## src/rtl/ahb_arbiter.sv

```systemverilog
// Round-robin AHB bus arbiter: per-master grant, owner index and lock qualifier.
// Latency: grant/owner change registered on the hclk edge that accepts the deciding beat.
// Backpressure: hready=0 freezes all state, so grant is stable through wait states.
module ahb_arbiter #(
  parameter int NUM_MASTERS    = 4,
  parameter int MW             = 2,
  parameter int DEFAULT_MASTER = 0,
  parameter int MAX_TENURE     = 16
) (
  input  logic                   hclk,
  input  logic                   hresetn,
  input  logic [NUM_MASTERS-1:0] hbusreq,
  input  logic [NUM_MASTERS-1:0] hlock,
  input  logic [1:0]             htrans,
  input  logic [2:0]             hburst,
  input  logic                   hready,
  output logic [NUM_MASTERS-1:0] hgrant,
  output logic [MW-1:0]          hmaster,
  output logic                   hmastlock
);

  localparam int TW = $clog2(MAX_TENURE + 1);

  localparam logic [1:0] ST_PARK   = 2'd0;
  localparam logic [1:0] ST_OWNED  = 2'd1;
  localparam logic [1:0] ST_LOCKED = 2'd2;

  localparam logic [1:0] TR_IDLE   = 2'b00;
  localparam logic [1:0] TR_NONSEQ = 2'b10;
  localparam logic [1:0] TR_SEQ    = 2'b11;

  localparam logic [2:0] BU_INCR   = 3'b001;

  localparam logic [MW-1:0]          DEF_IDX = MW'(DEFAULT_MASTER);
  localparam logic [TW-1:0]          TEN_MAX = TW'(MAX_TENURE);
  localparam logic [NUM_MASTERS-1:0] ONE     = NUM_MASTERS'(1);

  logic [1:0]    state;
  logic [4:0]    beat_rem;
  logic          incr_open;
  logic [TW-1:0] tenure;

  logic [4:0]    beat_rem_nxt;
  logic          incr_nxt;
  logic [TW-1:0] tenure_cnt;
  logic          lock_ok;
  logic          burst_ok;
  logic          rearb;
  logic [MW-1:0] winner;
  logic          found;
  logic          win_lock;

  // Owner index offset by 'off' positions, wrapping at NUM_MASTERS.
  function automatic logic [MW-1:0] rr_idx(input logic [MW-1:0] base, input int off);
    int s;
    s = (int'(base) + off) % NUM_MASTERS;
    return MW'(s);
  endfunction

  assign hmastlock = (state == ST_LOCKED);

  // Burst bookkeeping as it will stand once the current beat is accepted,
  // so the last beat of a burst is itself the handover point.
  always_comb begin
    beat_rem_nxt = beat_rem;
    incr_nxt     = incr_open;
    case (htrans)
      TR_NONSEQ: begin
        incr_nxt = (hburst == BU_INCR);
        case (hburst)
          3'b010, 3'b011: beat_rem_nxt = 5'd3;
          3'b100, 3'b101: beat_rem_nxt = 5'd7;
          3'b110, 3'b111: beat_rem_nxt = 5'd15;
          default:        beat_rem_nxt = 5'd0;  // SINGLE and undefined INCR
        endcase
      end
      TR_SEQ:  beat_rem_nxt = (beat_rem == 5'd0) ? 5'd0 : beat_rem - 5'd1;
      TR_IDLE: incr_nxt = 1'b0;
      default: ;  // BUSY holds everything
    endcase
    tenure_cnt = (htrans[1] && (tenure < TEN_MAX)) ? tenure + 1'b1 : tenure;
  end

  // Re-arbitration point: lock released and no open burst (or IDLE, or tenure used up).
  always_comb begin
    lock_ok  = (state != ST_LOCKED) || !hlock[hmaster];
    burst_ok = ((beat_rem_nxt == 5'd0) && !incr_nxt) || (htrans == TR_IDLE) ||
               ((state != ST_LOCKED) && (tenure_cnt >= TEN_MAX));
    rearb    = hready && lock_ok && burst_ok;
  end

  // Round-robin scan starting after the owner; the owner itself is checked last.
  always_comb begin
    winner = DEF_IDX;
    found  = 1'b0;
    for (int i = 1; i <= NUM_MASTERS; i++) begin
      if (!found && hbusreq[rr_idx(hmaster, i)]) begin
        winner = rr_idx(hmaster, i);
        found  = 1'b1;
      end
    end
    win_lock = hlock[winner] & hbusreq[winner];
  end

  // Ownership, FSM and burst/tenure counters advance only on accepted cycles.
  always_ff @(posedge hclk or negedge hresetn) begin
    if (!hresetn) begin
      state     <= ST_PARK;
      hmaster   <= DEF_IDX;
      hgrant    <= ONE << DEF_IDX;
      beat_rem  <= 5'd0;
      incr_open <= 1'b0;
      tenure    <= '0;
    end else if (hready) begin
      if (rearb) begin
        hmaster <= winner;
        hgrant  <= ONE << winner;
        state   <= !found ? ST_PARK : (win_lock ? ST_LOCKED : ST_OWNED);
        if (winner == hmaster) begin
          beat_rem  <= beat_rem_nxt;
          incr_open <= incr_nxt;
          tenure    <= tenure_cnt;
        end else begin
          // New owner starts with a clean burst and tenure history.
          beat_rem  <= 5'd0;
          incr_open <= 1'b0;
          tenure    <= '0;
        end
      end else begin
        beat_rem  <= beat_rem_nxt;
        incr_open <= incr_nxt;
        tenure    <= tenure_cnt;
      end
    end
  end

endmodule

```

## config.mk

```make
export PLATFORM = sky130hd
export DESIGN_NAME = ahb_arbiter
export DESIGN_NICKNAME = d
export VERILOG_FILES = /design/src/rtl/ahb_arbiter.sv
export SDC_FILE = /design/constraint.sdc
export NUM_CORES = 1
export LEC_CHECK = 0
export CAP_MARGIN = 20
export CORE_MARGIN = 3
export CORE_UTILIZATION = 40
export DETAILED_ROUTE_END_ITERATION = 7
export PLACE_DENSITY = 0.76
export REMOVE_ABC_BUFFERS = 1
export SETUP_SLACK_MARGIN = 0.15
export SYNTH_ARGS = -nofsm -noshare
export SYNTH_HDL_FRONTEND = slang
export SYNTH_SLANG_ARGS = --single-unit
```

## constraint.sdc

```tcl
create_clock -name hclk -period 5.4 [get_ports hclk]
set_input_delay 0.54 -clock hclk [delete_from_list [all_inputs] [get_ports hclk]]
set_output_delay 0.54 -clock hclk [all_outputs]
set_load 0.03 [all_outputs]
```

==> results.py, run 1 <==
metrics = {
    "global_route": {
        "grt_antenna_before_repair": 0,
        "grt_max_degree": 20,
        "grt_pass1_wl_um": 4840,
        "grt_pass1_vias": 1137,
        "grt_overflow": 0,
        "grt_usage_pct": 14.9,
    },
    "synthesis": {
        "synth_common_cells": "dfrtp_1 (18), o21ai_0 (16), nand2_1 (13)",
        "syn_area_um2": 1270,
        "async_flop_share_pct": 100,
        "synth.top_cell.area_share_pct": 35.6,
        "postSynthAreaPerCell_um2": 9.31,
        "yosys_most_used_dff": "dfrtp_1",
        "synth_enable_flop_cells": 0,
        "ys_seq_area_share_pct": 37.6,
        "synth_cells": 136,
        "yosysMostFrequentCell": "dfrtp_1",
        "synth_seq_cells": 19,
        "yosys_warnings": 0,
        "synth_area_leaders": "dfrtp_1 (36%), o21ai_0 (6.3%), nor2b_1 (4.0%)",
        "synth_largest_area_cell": "dfrtp_1",
        "synthDistinctLibCells": 39,
    },
    "sta": {
        "setup_viol_count_final": 0,
        "hold_ws_ns": 0.504,
        "setup_tns_ns": 0,
        "finalMaxSlewViolations": 0,
        "max_freq_mhz": 390,
        "period_share_pct": 47.5,
        "period_needed_ns": 2.56,
        "rsz0062_at_grt": "no",
        "worst-slew-pin-transition_ns": 0.840,
        "hold_viol_final": 0,
        "max_slew_margin_pct": 43.8,
        "fin_skew_ns": 0.00315,
    },
    "place": {
        "dp_hpwl_um": 2090,
        "dp_cells": 197,
        "io_buffers": 22,
        "gp_congestion": 0.865,
    },
    "clocking": {
        "clockRootBuffer": "clkbuf_4",
        "tritoncts": "done",
        "numCtsBuffers": 3,
        "clockBufferDepth": 2,
        "cts_sinks": 19,
        "clk_latency_ns": 0.29,
        "holdBufCountCts": 0,
        "htree_levels": 1,
        "cts_resized": 0,
        "clkTransAtPathRegs_ns": 0.10,
        "postCtsSetupBuffers": 0,
    },
    "finish": {
        "finalNonFillerCells": 201,
        "final_util_pct": 53.5,
        "area_growth_pct": 21.5,
        "layout-drive-gt1-share_pct": 10.1,
        "n_antenna_cell": 0,
        "nets": 178,
        "fillers": 263,
    },
    "detailed_routing": {
        "drt-pass1-iter-count": 4,
        "vias": 1101,
        "ant_nets": 0,
        "routedWlPerCell_um": 13.5,
        "drt-total-wl_um": 2710,
        "drc": 0,
        "post_drt_via_cell_ratio": 5.48,
        "drt_iter0_drc": 38,
    },
    "die": {
        "core.rowCount": 19,
        "die_w_um": 62.3,
        "die_h_um": 62.3,
        "die-area_um2": 3880,
        "initial_utilization_pct": 44.0,
        "pin_count": 23,
        "core-area_um2": 2880,
    },
    "power": {
        "ir_drop_mv": 0.237,
        "cellLeakagePower_nw": 0.630,
        "power_mw": 0.693,
        "p_per_area_nw_per_um2": 450,
    },
    "critical_path": {
        "regToRegStartpoint": "beat_rem[0]$_DFFE_PN0P_",
        "cp_max_fo": 10,
        "path_class": "input pin to flop",
        "cp-startpoint": "htrans[1]",
        "crit_arrival_ns": 2.73,
        "worst_ep_required_time_ns": 5.57,
        "startpoint_type": "input pin",
        "cp-end-kind": "flop",
    },
    "run": {
        "maxCapViolCount": 0,
    },
    "min_path": {
        "hp-start": "state[0]$_DFFE_PN0P_",
        "worstHoldPathType": "flop to flop",
    },
    "outcome": {
        "status": "completed",
    },
}
-- per-layer routing --
layer	share of wire, %	up-vias	track usage [%]
met5	0	-	0
met2	50	35	26.9
met4	1.9	0	7.71
li1	-	543	-
met3	3.7	6	1.62
met1	44	517	17.4
-- cells by family (layout without fill, tap and decap cells) --
group                      after synthesis  count (layout)  synth area share [%]
muxes                                    8               8                  8.50
adders and majority gates                2               2                  1.98
buffers and inverters                   12              35                  4.74
and+or+nand+nor                         48              48                  20.2
AOI/OAI and AO/OA                       43              43                  24.2
DFF                                     19              19                  37.6
xor gates and xnor gates                 4               4                  2.77
-- worst paths after layout --
kind	to	slack [ns]	cells past startpoint
min in group asynchronous	tenure[2]$_DFFE_PN0P_	0.71	1
worst max register to register	beat_rem[1]$_DFFE_PN0P_	2.96	8
worst max-delay path	beat_rem[1]$_DFFE_PN0P_	2.84	7
worst min-delay path	state[0]$_DFFE_PN0P_	0.50	2
worst min register to register	state[0]$_DFFE_PN0P_	0.50	2
max in group asynchronous	beat_rem[0]$_DFFE_PN0P_	4.17	1
-- stage by stage --
stage | worst slack [ns] | area (um2)
floorplan | 3.17 | 1240
global placement | 2.60 | 1510
detailed placement | 2.54 | 1510
CTS | 2.87 | 1540
global route | 2.64 | 1540
finish | 2.84 | 1540
-- sequential cells by signal, summed over array words and instances, names as in the netlist --
name and cells:
hgrant 4, hmaster 2, beat_rem 5, tenure 5, incr_open 1, state 2
-- power by group --
| group | switching [mW] | internal [mW] | leakage (nW) |
|---|---|---|---|
| clock | 0.0429 | 0.0288 | 0.0150 |
| combinational | 0.202 | 0.171 | 0.371 |
| sequential | 0.0550 | 0.194 | 0.244 |
| total | 0.300 | 0.393 | 0.630 |
-- placed cells by master, fill, tap and decap left out, types with 2 or more instances in the layout --
| master | instances |
|---|---|
| clkdlybuf4s50_1 | 22 |
| dfrtp_1 | 18 |
| o21ai_0 | 16 |
| nand2_1 | 13 |
| inv_1 | 9 |
| nor2_1 | 9 |
| nor2b_1 | 8 |
| a21oi_1 | 8 |
| nor3_1 | 6 |
| mux2i_1 | 4 |
| o22ai_1 | 3 |
| o31ai_1 | 3 |
| mux2_4 | 3 |
| clkbuf_4 | 3 |
| xnor2_1 | 2 |
| nand2b_4 | 2 |
| a32oi_1 | 2 |
| or2_2 | 2 |
| o211ai_1 | 2 |
| nand2b_1 | 2 |
| xor2_1 | 2 |
| ha_1 | 2 |
-- final cells by class --
class | count | area (um2) | area share [%]
multi-input cells | 105 | 729 | 47.4
flip-flops and latches | 19 | 477 | 31.0
repair buffers | 22 | 220 | 14.3
well taps | 42 | 52.6 | 3.41
inverters | 9 | 33.8 | 2.20
clock buffers | 4 | 26.3 | 1.71
-- worst max-delay path: stages --
cell and delay, ns:
clkdlybuf4s50_1 0.58, nor2b_1 0.28, a32oi_1 0.29, nand3_1 0.13
o41a_4 0.41, nor2_2 0.36, o22ai_1 0.14
Power figures use the tool's default switching activity.
==> run 2: changes to the inputs <==
- clock period: 5.4 -> 2.4 ns (I/O delays scaled with it)
==> run 2 against run 1 <==
  * Flip-flop and latch count stayed put
  * Clock power is 130% higher
  * Routed wire length is 5.6% higher
  * Via count is 3.3% higher
  * Global-route usage is 0.93 points higher
  * Clock-buffer cell count is 1 lower
  * Sequential share of layout area is 1.7 points lower
  * Die area stayed put
  * Power is 140% higher
  * Highest routed layer unchanged
==> results.py, run 2 (synthesis gave the netlist of run 1 again) <==
metrics = {
    "outcome": {
        "status": "completed",
    },
    "power": {
        "p_per_area_nw_per_um2": 1020,
        "switching_share_pct": 42.3,
        "pwr-share-seq_pct": 33.4,
        "internal_power_mw": 0.956,
        "power.switching_mw": 0.702,
        "cellLeakagePower_nw": 0.683,
        "clkPwrFrac_pct": 9.9,
        "power_frac_comb_pct": 56.7,
        "ir_drop_mv": 0.565,
    },
    "die": {
        "die_h_um": 62.3,
        "core-area_um2": 2880,
        "die-area_um2": 3880,
        "pin_count": 23,
        "core.rowCount": 19,
        "initial_utilization_pct": 44.0,
        "die_w_um": 62.3,
    },
    "detailed_routing": {
        "post_drt_via_cell_ratio": 5.39,
        "routedWlPerCell_um": 13.5,
        "drt-total-wl_um": 2860,
        "drt-pass1-iter-count": 4,
        "drt_iter0_drc": 63,
        "vias": 1137,
        "ant_nets": 0,
        "drc": 0,
    },
    "critical_path": {
        "worst_ep_required_time_ns": 2.60,
        "startpoint_type": "input pin",
        "slowest_stage": "o41a_4",
        "crit_arrival_ns": 2.37,
        "critPathMaxStageDelay_ns": 0.52,
        "cp_max_fo": 8,
        "path_class": "input pin to flop",
        "path_cells": "clkdlybuf4s50_1 > or2_2 > a22oi_1 > nand3_1 > o41a_4 > nand2b_4 > mux2_4",
        "cp-end-kind": "flop",
    },
    "place": {
        "gp_congestion": 0.932,
        "dp_hpwl_um": 2160,
        "io_buffers": 22,
    },
    "sta": {
        "max_slew_margin_pct": 45.3,
        "period_needed_ns": 2.17,
        "hold_viol_final": 0,
        "setup_viol_count_final": 0,
        "worst-slew-pin-transition_ns": 0.819,
        "period_share_pct": 90.2,
        "fin_skew_ns": 0.00390,
        "hold_ws_ns": 0.399,
        "max_freq_mhz": 462,
        "finalMaxSlewViolations": 0,
        "setup_tns_ns": 0,
        "rsz0062_at_grt": "no",
    },
    "finish": {
        "n_antenna_cell": 0,
        "area_growth_pct": 28.6,
        "layout-drive-gt1-share_pct": 17.2,
        "largestRegisters": "beat_rem: 5 flops, tenure: 5 flops, hgrant: 4 flops",
        "mostFrequentLayoutCell": "clkdlybuf4s50_1",
        "nets": 188,
        "mostFrequentLayoutCells": "clkdlybuf4s50_1 (22), dfrtp_1 (18), o21ai_0 (16), nand2_1 (13), buf_4 (10)",
    },
    "min_path": {
        "worstHoldPathType": "input pin to asynchronous set/reset pin",
    },
    "clocking": {
        "cts_sinks": 19,
        "holdBufCountCts": 0,
        "clkTransAtPathRegs_ns": 0.11,
        "numCtsBuffers": 3,
        "tritoncts": "done",
        "clockBufferDepth": 2,
        "htree_levels": 1,
        "clockRootBuffer": "clkbuf_4",
        "clk_latency_ns": 0.30,
    },
    "global_route": {
        "grt_antenna_before_repair": 0,
        "grt_pass1_vias": 1155,
        "grt_max_degree": 20,
        "grt_usage_pct": 15.9,
        "grt_pass1_wl_um": 5040,
        "grt_overflow": 0,
    },
    "run": {
        "maxCapViolCount": 0,
    },
}
run 2: cell types whose count changed in the layout (fill, tap and decap cells not counted), sizes merged:
cell,before,now
buf,0,10
clkinv,0,1
clkbuf,4,3
run 2: repair_timing:
| action | in CTS | in global routing |
|---|---|---|
| cloned | 0 | 0 |
| gates resized for setup | 1 | 2 |
| pin swaps | 0 | 1 |
| setup buffers | 1 | 2 |
| setup endpoints to repair | 5 | 7 |
run 2: worst paths after layout:
check	from	endpoint	slack, ns	cells past startpoint
max in group asynchronous	hresetn	beat_rem[4]$_DFFE_PN0P_	1.50	1
worst min register to register	incr_open$_DFFE_PN0P_	incr_open$_DFFE_PN0P_	0.50	2
worst max-delay path	hburst[2]	hgrant[3]$_DFFE_PN0P_	0.23	7
worst max register to register	beat_rem[1]$_DFFE_PN0P_	hgrant[3]$_DFFE_PN0P_	0.30	8
worst min-delay path	hresetn	tenure[2]$_DFFE_PN0P_	0.40	1
min in group hclk	incr_open$_DFFE_PN0P_	incr_open$_DFFE_PN0P_	0.50	2
run 2: power by group through the flow:
stage               sequential, mW  clock (mW)  combinational, mW
global route                 0.573       0.181               1.04
CTS                          0.553       0.170              0.904
finish                       0.554       0.164              0.941
global placement             0.558           0              0.862
detailed placement           0.563           0              0.880
floorplan                    0.622           0              0.518
run 2: critical path, delay by kind of cell:
family / cells / cell delay, ns
multiplexers: 1 / 0.31
buffers and inverters: 1 / 0.46
AO/OA/AOI/OAI: 2 / 0.71
AND/OR/NAND/NOR: 3 / 0.64
run 2: cell type report:
class | instances | area (um2)
inverter | 9 | 33.8
tap | 42 | 52.6
sequential | 19 | 477
clock inverter | 1 | 5.00
clock buffer | 3 | 22.5
timing repair buffer | 32 | 295
multi-input combinational | 105 | 742
fill | 274 | 1250
run 2: routing by layer:
metal | track usage (%) | part of all wire, % | up-vias
met3 | 2.34 | 4.1 | 7
met1 | 17.7 | 43 | 545
li1 | - | - | 559
met5 | 0 | 0 | -
met4 | 9.09 | 2.8 | 0
met2 | 28.6 | 50 | 26
run 2: through the flow:
stage	cells	instance area [um2]	setup slack, ns	power (mW)	util [%]
after floorplan	133	1240	0.174	1.14	-
after global placement	204	1570	0.0878	1.42	54.4
after detailed placement	204	1570	0.0564	1.44	54.4
after CTS	209	1600	0.152	1.63	55.7
after global routing	211	1630	0.187	1.79	56.6
final	211	1630	0.234	1.66	56.6
